**src/rtl/spatz_vrf_rd_fetch.sv**
```systemverilog
// Operand fetch unit: walks a range of vector-register words through one VRF
// read port and buffers them in a small first-word-fall-through FIFO.
module spatz_vrf_rd_fetch #(
  parameter int unsigned Depth     = 2,
  parameter int unsigned LenWidth  = 8,
  parameter int unsigned AddrWidth = 8,
  parameter int unsigned DataWidth = 32
) (
  input  logic                 clk_i,
  input  logic                 rst_ni,
  input  logic                 req_valid_i,
  output logic                 req_ready_o,
  input  logic [AddrWidth-1:0] req_addr_i,
  input  logic [LenWidth-1:0]  req_len_i,
  input  logic                 flush_i,
  output logic [AddrWidth-1:0] vrf_raddr_o,
  output logic                 vrf_re_o,
  input  logic [DataWidth-1:0] vrf_rdata_i,
  input  logic                 vrf_rvalid_i,
  output logic [DataWidth-1:0] data_o,
  output logic                 data_last_o,
  output logic                 data_valid_o,
  input  logic                 data_ready_i,
  output logic                 busy_o
);

  localparam int unsigned PtrW = (Depth > 1) ? $clog2(Depth) : 1;
  localparam int unsigned CntW = $clog2(Depth + 1);
  localparam logic [CntW-1:0] FullCnt = CntW'(Depth);
  localparam logic [PtrW-1:0] LastPtr = PtrW'(Depth - 1);

  typedef enum logic {
    IDLE  = 1'b0,
    FETCH = 1'b1
  } state_e;

  state_e               r_state, w_state_nxt;
  logic [AddrWidth-1:0] r_addr, w_addr_nxt;
  logic [LenWidth-1:0]  r_rem, w_rem_nxt;

  logic [DataWidth-1:0] r_mem_data [Depth];
  logic                 r_mem_last [Depth];
  logic [PtrW-1:0]      r_wr_ptr, r_rd_ptr;
  logic [CntW-1:0]      r_count;

  logic w_empty, w_pop, w_push, w_space, w_push_last;

  assign w_empty      = (r_count == {CntW{1'b0}});
  assign data_valid_o = ~w_empty;
  assign w_pop        = data_valid_o & data_ready_i;
  // A slot freed by this cycle's pop may be refilled in the same cycle.
  assign w_space      = (r_count != FullCnt) | w_pop;
  assign w_push       = vrf_re_o & vrf_rvalid_i;
  assign vrf_raddr_o  = r_addr;
  assign busy_o       = (r_state == FETCH) | ~w_empty;

  // Output word: driven to zero whenever the FIFO holds nothing.
  always_comb begin
    data_o      = {DataWidth{1'b0}};
    data_last_o = 1'b0;
    if (!w_empty) begin
      data_o      = r_mem_data[r_rd_ptr];
      data_last_o = r_mem_last[r_rd_ptr];
    end else begin
      data_o      = {DataWidth{1'b0}};
      data_last_o = 1'b0;
    end
  end

  // Next-state, request handshake and read-port control.
  always_comb begin
    w_state_nxt = r_state;
    w_addr_nxt  = r_addr;
    w_rem_nxt   = r_rem;
    req_ready_o = 1'b0;
    vrf_re_o    = 1'b0;
    w_push_last = 1'b0;
    if (flush_i) begin
      w_state_nxt = IDLE;
    end else begin
      case (r_state)
        IDLE: begin
          req_ready_o = 1'b1;
          if (req_valid_i) begin
            w_addr_nxt  = req_addr_i;
            w_rem_nxt   = req_len_i;
            w_state_nxt = FETCH;
          end else begin
            w_state_nxt = IDLE;
          end
        end
        FETCH: begin
          vrf_re_o    = w_space;
          w_push_last = (r_rem == {LenWidth{1'b0}});
          if (w_space && vrf_rvalid_i) begin
            if (r_rem == {LenWidth{1'b0}}) begin
              w_state_nxt = IDLE;
            end else begin
              w_addr_nxt = r_addr + AddrWidth'(1);
              w_rem_nxt  = r_rem - LenWidth'(1);
            end
          end else begin
            w_state_nxt = FETCH;
          end
        end
        default: begin
          w_state_nxt = IDLE;
        end
      endcase
    end
  end

  // FSM state, address and remaining-count registers.
  always_ff @(posedge clk_i or negedge rst_ni) begin
    if (!rst_ni) begin
      r_state <= IDLE;
      r_addr  <= {AddrWidth{1'b0}};
      r_rem   <= {LenWidth{1'b0}};
    end else begin
      r_state <= w_state_nxt;
      r_addr  <= w_addr_nxt;
      r_rem   <= w_rem_nxt;
    end
  end

  // Operand FIFO storage, pointers and occupancy; flush drops every entry.
  always_ff @(posedge clk_i or negedge rst_ni) begin
    if (!rst_ni) begin
      for (int i = 0; i < Depth; i++) begin
        r_mem_data[i] <= {DataWidth{1'b0}};
        r_mem_last[i] <= 1'b0;
      end
      r_wr_ptr <= {PtrW{1'b0}};
      r_rd_ptr <= {PtrW{1'b0}};
      r_count  <= {CntW{1'b0}};
    end else if (flush_i) begin
      r_wr_ptr <= {PtrW{1'b0}};
      r_rd_ptr <= {PtrW{1'b0}};
      r_count  <= {CntW{1'b0}};
    end else begin
      if (w_push) begin
        r_mem_data[r_wr_ptr] <= vrf_rdata_i;
        r_mem_last[r_wr_ptr] <= w_push_last;
        r_wr_ptr <= (r_wr_ptr == LastPtr) ? {PtrW{1'b0}} : r_wr_ptr + PtrW'(1);
      end
      if (w_pop) begin
        r_rd_ptr <= (r_rd_ptr == LastPtr) ? {PtrW{1'b0}} : r_rd_ptr + PtrW'(1);
      end
      case ({w_push, w_pop})
        2'b10:   r_count <= r_count + CntW'(1);
        2'b01:   r_count <= r_count - CntW'(1);
        default: r_count <= r_count;
      endcase
    end
  end

endmodule

```
**config.mk**
```make
export PLATFORM = sky130hd
export DESIGN_NAME = spatz_vrf_rd_fetch
export DESIGN_NICKNAME = d
export VERILOG_FILES = /design/src/rtl/spatz_vrf_rd_fetch.sv
export SDC_FILE = /design/constraint.sdc
export NUM_CORES = 1
export LEC_CHECK = 0
export ABC_CLOCK_PERIOD_IN_PS = 2650
export CAP_MARGIN = 10
export CORE_MARGIN = 2
export CORE_UTILIZATION = 52
export CTS_BUF_LIST = sky130_fd_sc_hd__clkbuf_8
export CTS_CLUSTER_SIZE = 12
export DETAILED_ROUTE_END_ITERATION = 16
export PLACE_DENSITY = 0.88
export SLEW_MARGIN = 40
export SYNTH_ARGS = -nofsm -noshare
export SYNTH_HDL_FRONTEND = slang
export SYNTH_SLANG_ARGS = --single-unit
```
**constraint.sdc**
```tcl
create_clock -name clk_i -period 2.65 [get_ports clk_i]
set_input_delay 0.53 -clock clk_i [delete_from_list [all_inputs] [get_ports clk_i]]
set_output_delay 0.53 -clock clk_i [all_outputs]
set_load 0.1 [all_outputs]
```
* Word-level counts from Yosys, hierarchy flattened
Index checks and enable logic that the tools add are counted.
Storage, ports and cells: bits in registers 87, bits of input ports 54, output and inout bits 45
Operators by class: $lt $le $gt $ge 3, muxes and demuxes 41, bitwise operators 9, equality and inequality tests 6, reductions and logical operators 9, add/subtract/negate cells 6
Operators by type and width (count):
- 2-to-1 mux 32 bit | 5
- bitwise mux 64 bit | 1
- 2-to-1 mux 8 bit | 6
- demux 32 bit (select 1 bit) | 1
- case mux 8 bit (2 select lines) | 2
- 2-to-1 mux 1 bit | 21
- adder 8 x 1 -> 8 bit, second input constant | 1
- zero test 8 bit | 1
- subtractor 8 x 1 -> 8 bit, second input constant | 1
- != test 2 bit, second input constant | 3
- >= comparator 2 bit, second input constant | 2
- NOT 1 -> 2 bit | 2
- case mux 2 bit (2 select lines) | 1
- AND reduction 4 bit | 1
- nonzero test 2 bit | 2
- NOT 1 bit | 3
- nonzero test 3 bit | 1
- adder 1 bit, second input constant | 2
- adder 2 x 1 -> 2 bit, second input constant | 1
- AND 1 bit | 2
- bitwise mux 2 bit | 1
- equality test 2 x 1 -> 1 bit, second input constant | 1
- equality test 2 bit, second input constant | 1
- logical AND 1 bit | 2
- 9 further kinds | 10

* Depth between registers and ports, before layout
Gate-level depths: netlist of the first run.
depth in word-level cells 10, depth in mapped cells 8, gate-level depth less buffers 6

* Worst setup path before layout of the first run
No wires, ideal clock.
path kind register -> output, start register r_rd_ptr, end output port data_o[10], data required time 2.120 ns, data arrival time 2.234 ns, setup slack -0.114 ns, cell stages (with the launch flop) 5, cells stage by stage dfrtp_1 > clkbuf_1 > buf_2 > mux2i_1 > nor2_1
Between the ends: longest elaborated chain between the ends 5
Ends and longest elaborated chain:
- from (decl) | line 43 | logic [PtrW-1:0] r_wr_ptr, r_rd_ptr;
- from (signal assigned) | line 134 | r_rd_ptr <= {PtrW{1'b0}};
- from (signal assigned) | line 138 | r_rd_ptr <= {PtrW{1'b0}};
- from (signal assigned) | line 147 | r_rd_ptr <= (r_rd_ptr == LastPtr) ? {PtrW{1'b0}} : r_rd_ptr + PtrW'(1);
- NOT 1 -> 2 bit (not written as such) | line 62 | data_o = r_mem_data[r_rd_ptr];
- 2-to-1 mux 32 bit (not written as such) (3 in series) | line 62
- 2-to-1 mux 32 bit | line 61 | if (!w_empty) begin
- to (decl) | line 20 | output logic [DataWidth-1:0] data_o,
Every way passes these cells. The select of a mux whose other input is x is not followed.

* Worst setup path after layout of the first run
start register r_rd_ptr, end output port data_o[20]
Same word-level chain as after synthesis.

==> run_results.csv, run 1 <==
group,metric,value,unit
clock_network,cts_tree,"done",
clock_network,clock-root-buffer,"clkbuf_8",
detailed_routing,ant_nets,0,
clock_network,cts_buffer_depth,2,
global_routing,grt_antenna_before_repair,0,
critical_path,crit_fanout,19,
finish,fillerInstances,533,
clock_network,holdBufCountCts,0,
global_routing,grt_pass1_vias,3298,
synth,yosys_warnings,0,
timing,fin_tns_setup,0,ps
synth,synth.avg_cell_area,11.6,sq um
critical_path,r2r-end,"vrf_raddr_o[3]",
power_and_ir_drop,seqPwrFrac,44.7,%
synth,synth_cell_type_count,52,
outcome,status,"finished clean",
clock_network,post_cts_resized,0,
timing,fin_crit_sh,93.4,%
detailed_routing,vias_per_cell,5.58,
die,fp.dieW,95.2,um
global_routing,grt-ovfl-total,0,
critical_path,rrSetupSlack,610,ps
power_and_ir_drop,p_int,2.63,mW
critical_path,r2r-start,"r_rem[0]",
placed_design,io_buffers,98,
clock_network,numCtsBuffers,9,
finish,nNetsFinal,532,
timing,hold_viol,0,
detailed_routing,drcViolationCount,0,
finish,layout_common_cells,"dfrtp_1 (85), mux2_2 (66), clkdlybuf4s50_1 (52)",
power_and_ir_drop,swShare,36.2,%
power_and_ir_drop,p_leak,2.52,nW
die,fp.dieArea,9060,sq um
global_routing,grt_pass1_wl,16200,um
synth,syn_nets,430,
timing,rsz0062_at_grt,"false",
job,cap_viol_max_count,0,
worst_hold_path,hold_path.class,"in -> async",
critical_path,crit_arrival,1950,ps
global_routing,grt_max_degree,57,
detailed_routing,wl,10000,um
finish,final_common_cell,"dfrtp_1",
clock_network,postCtsSetupBuffers,0,
synth,synth_ff_type,"dfrtp_1",
critical_path,rr_worst_depth,6,
placed_design,dp.cells,569,
finish,area_growth,38.6,%
clock_network,clkSinkCount,87,
finish,diodes,0,
detailed_routing,vias,3265,
finish,drive_gt1_share,39.2,%
global_routing,grt_use_total,23.3,%
die,ios,99,
power_and_ir_drop,clkPwrFrac,23.2,%
power_and_ir_drop,p_switching,1.49,mW
power_and_ir_drop,max-vdd-ir-drop,711,uV
synth,async_flop_share,100,%
detailed_routing,initialDrtViolationCount,153,
detailed_routing,drtPass1Iterations,6,
die,die_h,95.2,um
placed_design,hpwl,7040,um
synth,syn_area,4320,sq um
timing,fin_crit,2480,ps
critical_path,cp-start-kind,"register",
power_and_ir_drop,p_comb_share,32.1,%
timing,slew_headroom,61.6,%
clock_network,clk_pin_slew,90,ps
clock_network,insertion_delay,360,ps
finish,stdcell_count,585,
clock_network,htreeDepth,3,
critical_path,crit_type,"reg -> out",
timing,setup_violations,0,
die,core_area,8130,sq um
critical_path,cp.required,2120,ps
timing,drv_slew,0,
synth,ys_seq_area_share,50.3,%
power_and_ir_drop,powerDensity,688,nW/um^2
critical_path,endpoint_kind,"output pin",
timing,skew,13.0,ps
timing,worst_pin_slew,577,ps
die,rows,33,
synth,ys_seq_elements,87,
synth,synth_cells,373,
synth,synth-edff-count,0,
placed_design,place_congestion,0.826,
detailed_routing,wl_per_cell,17.1,um
die,start_util,53.2,%
timing,fmax,404,MHz
==> worst max-delay path by stage <==
stage	from	end	slack [ps]	cells past startpoint
2_1_floorplan	flush_i	vrf_re_o	70	3
3_3_place_gp	flush_i	vrf_raddr_o[2]	320	5
3_5_place_dp	flush_i	vrf_raddr_o[2]	270	5
4_1_cts	r_rd_ptr	data_o[20]	150	4
5_1_grt	r_rd_ptr	data_o[20]	90	4
6_report	r_rd_ptr	data_o[20]	170	4
==> metrics by stage <==
step | util [%] | hold WS, ps | cell area [sq um] | worst slack, ps | power [mW]
3_3_place_gp | 71.1 | 486 | 5780 | 323 | 3.11
5_1_grt | 73.7 | 143 | 5990 | 92.7 | 4.31
3_5_place_dp | 71.1 | 493 | 5780 | 269 | 3.18
2_1_floorplan | - | 234 | 4400 | 74.8 | 2.76
4_1_cts | 73.6 | 127 | 5990 | 153 | 4.14
6_report | 73.7 | 115 | 5990 | 174 | 4.12
==> final cells by class <==
class                      count  area, sq um  area share (%)
timing repair buffer         112         1360            22.7
inverter                       8         30.0           0.501
clock inverter                 6         68.8            1.15
clock buffer                  10          138            2.30
sequential                    87         2180            36.4
multi-input combinational    257         2090            34.8
tap                          105          131            2.19
==> routing by layer <==
layer  up-vias  global-route usage, %  routed length, um
li1       1525                      -                  -
met1      1624                   30.6               4300
met2       107                   40.1               5130
met3         9                   3.08                503
met4         0                   7.13                 98
met5         -                      0                  0
==> power by group through the flow <==
| stage | registers [mW] | clock network, mW | logic, mW |
|---|---|---|---|
| after floorplan | 2.05 | 0 | 0.701 |
| after global placement | 1.83 | 0 | 1.27 |
| after detailed placement | 1.86 | 0 | 1.32 |
| after CTS | 1.84 | 0.968 | 1.33 |
| after global routing | 1.89 | 1.01 | 1.42 |
| final | 1.84 | 0.956 | 1.32 |
==> flip-flops by register name, indices dropped and copies added (netlist names) <==
register	cells
r_rem	8
r_mem_last	2
vrf_raddr_o	8
r_state	1
r_wr_ptr	1
r_rd_ptr	1
r_count	2
r_mem_data	64
==> Yosys cell counts, drive strengths merged, types with 4 or more instances <==
| master | n | area (sq um) |
|---|---|---|
| o21ai | 16 | 80.1 |
| or2 | 4 | 27.5 |
| buf | 14 | 96.3 |
| nand3 | 4 | 25.0 |
| nand2 | 14 | 55.1 |
| a21oi | 8 | 51.3 |
| nor2 | 53 | 201 |
| a31oi | 4 | 25.0 |
| mux2 | 66 | 743 |
| inv | 7 | 26.3 |
| clkbuf | 7 | 26.3 |
| mux2i | 38 | 380 |
| dfrtp | 87 | 2180 |
| o31ai | 5 | 37.5 |
==> worst max-delay path: stages, from the launching register on <==
cell     delay [ps]
dfrtp_2         740
buf_4           280
mux2i_1         300
nor2_2           80
buf_12          170
==> kinds of logic after synthesis <==
logic type	Yosys count	synth area share (%)
compound gates	46	7.09
buf+inv	29	3.53
xor+xnor	3	0.608
fa+ha+maj	3	0.868
simple gates	101	11.6
mux	104	26.0
flops	87	50.3
Note: power is estimated with default switching activity, not from simulation.
==> run 2: changes to the inputs <==
--- a/config.mk
+++ b/config.mk
@@ -5,14 +5,15 @@
 export SDC_FILE = /design/constraint.sdc
 export NUM_CORES = 1
 export LEC_CHECK = 0
-export ABC_CLOCK_PERIOD_IN_PS = 2650
+export ABC_CLOCK_PERIOD_IN_PS = 2850
 export CAP_MARGIN = 10
 export CORE_MARGIN = 2
-export CORE_UTILIZATION = 52
+export CORE_UTILIZATION = 56
 export CTS_BUF_LIST = sky130_fd_sc_hd__clkbuf_8
+export CTS_CLUSTER_DIAMETER = 60
 export CTS_CLUSTER_SIZE = 12
 export DETAILED_ROUTE_END_ITERATION = 16
-export PLACE_DENSITY = 0.88
+export PLACE_DENSITY = 0.94
 export SLEW_MARGIN = 40
 export SYNTH_ARGS = -nofsm -noshare
 export SYNTH_HDL_FRONTEND = slang
==> constraint.sdc (replaced) <==
create_clock -name clk_i -period 2.85 [get_ports clk_i]
set_input_delay 0.57 -clock clk_i [delete_from_list [all_inputs] [get_ports clk_i]]
set_output_delay 0.57 -clock clk_i [all_outputs]
set_load 0.1 [all_outputs]
==> run 2 against run 1 <==
Net effect:
- power decreased by 1.7%
- via count decreased by 0.31%
- flip-flop and latch count unchanged
- clock skew decreased by 2.1 ps
- non-clock buffer count decreased by 7
- largest power group unchanged
- register-to-register slack improved by 110 ps
==> run_results.csv, run 2 (same netlist as run 1, synthesis figures left out) <==
group,metric,value,unit
outcome,status,"finished clean",
die,fp.dieW,91.9,um
clock_network,clk_pin_slew,80,ps
critical_path,crit_type,"reg -> out",
global_routing,grt_pass1_vias,3273,
timing,setup_ws,348,ps
job,cap_viol_max_count,0,
finish,seq_area,2180,sq um
placed_design,hpwl,6560,um
clock_network,post_cts_resized,0,
power_and_ir_drop,p_leak,2.55,nW
timing,skew,11.0,ps
detailed_routing,drt-met1-wl,4350,um
global_routing,grt-ovfl-total,0,
timing,hold_viol,0,
critical_path,crit_fanout,16,
detailed_routing,drcViolationCount,0,
finish,multi_input_area,2010,sq um
global_routing,grt_use_total,23.9,%
detailed_routing,initialDrtViolationCount,154,
timing,fin_crit,2500,ps
timing,fin_crit_sh,87.8,%
timing,worst_pin_slew,566,ps
finish,area_growth,39.4,%
detailed_routing,wl,9880,um
detailed_routing,drtPass1Iterations,4,
timing,fmax,400,MHz
critical_path,rr_worst_depth,5,
finish,top_register,"r_mem_data",
finish,diodes,0,
detailed_routing,vias,3255,
placed_design,place_congestion,0.879,
detailed_routing,dr_wl_met3,542,um
finish,largest_reg_flops,64,
clock_network,holdBufCountCts,0,
clock_network,insertion_delay,360,ps
clock_network,htreeDepth,3,
die,ios,99,
clock_network,cts_buffer_depth,2,
finish,drive_gt1_share,31.6,%
timing,drv_slew,0,
finish,nNetsFinal,525,
global_routing,grt_antenna_before_repair,0,
die,fp.dieArea,8440,sq um
placed_design,dpl-instance-area,5760,sq um
clock_network,clkSinkCount,87,
detailed_routing,wl_per_cell,17.2,um
worst_hold_path,hold_path.class,"in -> async",
detailed_routing,top_layer,"met4",
die,start_util,56.8,%
power_and_ir_drop,powerDensity,672,nW/um^2
power_and_ir_drop,finalPower,4.05,mW
clock_network,cts_tree,"done",
die,rows,32,
placed_design,pre_cts_ws,345,ps
finish,fillerInstances,445,
critical_path,cp.required,2280,ps
timing,fin_tns_setup,0,ps
critical_path,cp-start-kind,"register",
finish,final_cell_area,6030,sq um
detailed_routing,dr_wl_met2,4930,um
clock_network,clock-root-buffer,"clkbuf_8",
die,die_h,91.9,um
critical_path,endpoint_kind,"output pin",
timing,setup_violations,0,
global_routing,grt_pass1_wl,16000,um
clock_network,numCtsBuffers,9,
placed_design,io_buffers,98,
timing,slew_headroom,62.2,%
finish,layout_common_cells,"dfrtp_1 (86), mux2_2 (66), clkdlybuf4s50_1 (52)",
global_routing,grt_max_degree,88,
timing,rsz0062_at_grt,"false",
clock_network,postCtsSetupBuffers,0,
power_and_ir_drop,max-vdd-ir-drop,561,uV
detailed_routing,vias_per_cell,5.67,
critical_path,crit_arrival,1930,ps
finish,final_common_cell,"dfrtp_1",
detailed_routing,ant_nets,0,
die,core_area,7610,sq um
timing,holdWs,240,ps
## run 2: cell types whose count changed in the layout (fill, tap and decap cells not counted), sizes merged
cell	previous run	this run
buf	60	53
clkinv	4	1
bufinv	1	4
clkinvlp	1	0
## run 2: worst paths after layout
kind                                start        endpoint  slack [ps]
min in group clk_i         r_mem_data[17]  r_mem_data[17]         510
max in group asynchronous          rst_ni        r_rd_ptr        2250
max                               r_state          busy_o         350
min                                rst_ni   r_mem_data[4]         240
max reg2reg                       r_state  vrf_raddr_o[2]         720
min reg2reg                r_mem_data[17]  r_mem_data[17]         510
## run 2: critical path: stages, from the launching register on
cell and delay, ps:
dfrtp_1 710, clkinv_1 430, nand2_1 240, buf_12 190
## run 2: routing by layer
metal	GRT usage [%]	up-vias
met3	4.11	5
li1	-	1512
met2	40.1	116
met4	7.46	0
met1	32.0	1622
met5	0	-
## run 2: stage by stage
| step | util (%) | instances |
|---|---|---|
| after floorplan | - | 373 |
| after global placement | 75.7 | 559 |
| after detailed placement | 75.7 | 559 |
| after CTS | 79.2 | 574 |
| after global routing | 79.3 | 574 |
| final | 79.3 | 574 |
## run 2: final cells by class
class                      instances  share of cell area, %
clock buffer                      10                   2.28
clock inverter                     5                   2.14
inverter                           8                  0.498
multi-input combinational        257                   33.3
sequential                        87                   36.1
tap                              102                   2.12
timing repair buffer             105                   23.5
## run 2: power breakdown
part / internal [mW] / switching [mW] / leakage (nW)
Sequential: 1.52 / 0.201 / 1.09
Combinational: 0.496 / 0.710 / 1.33
Clock: 0.693 / 0.436 / 0.133
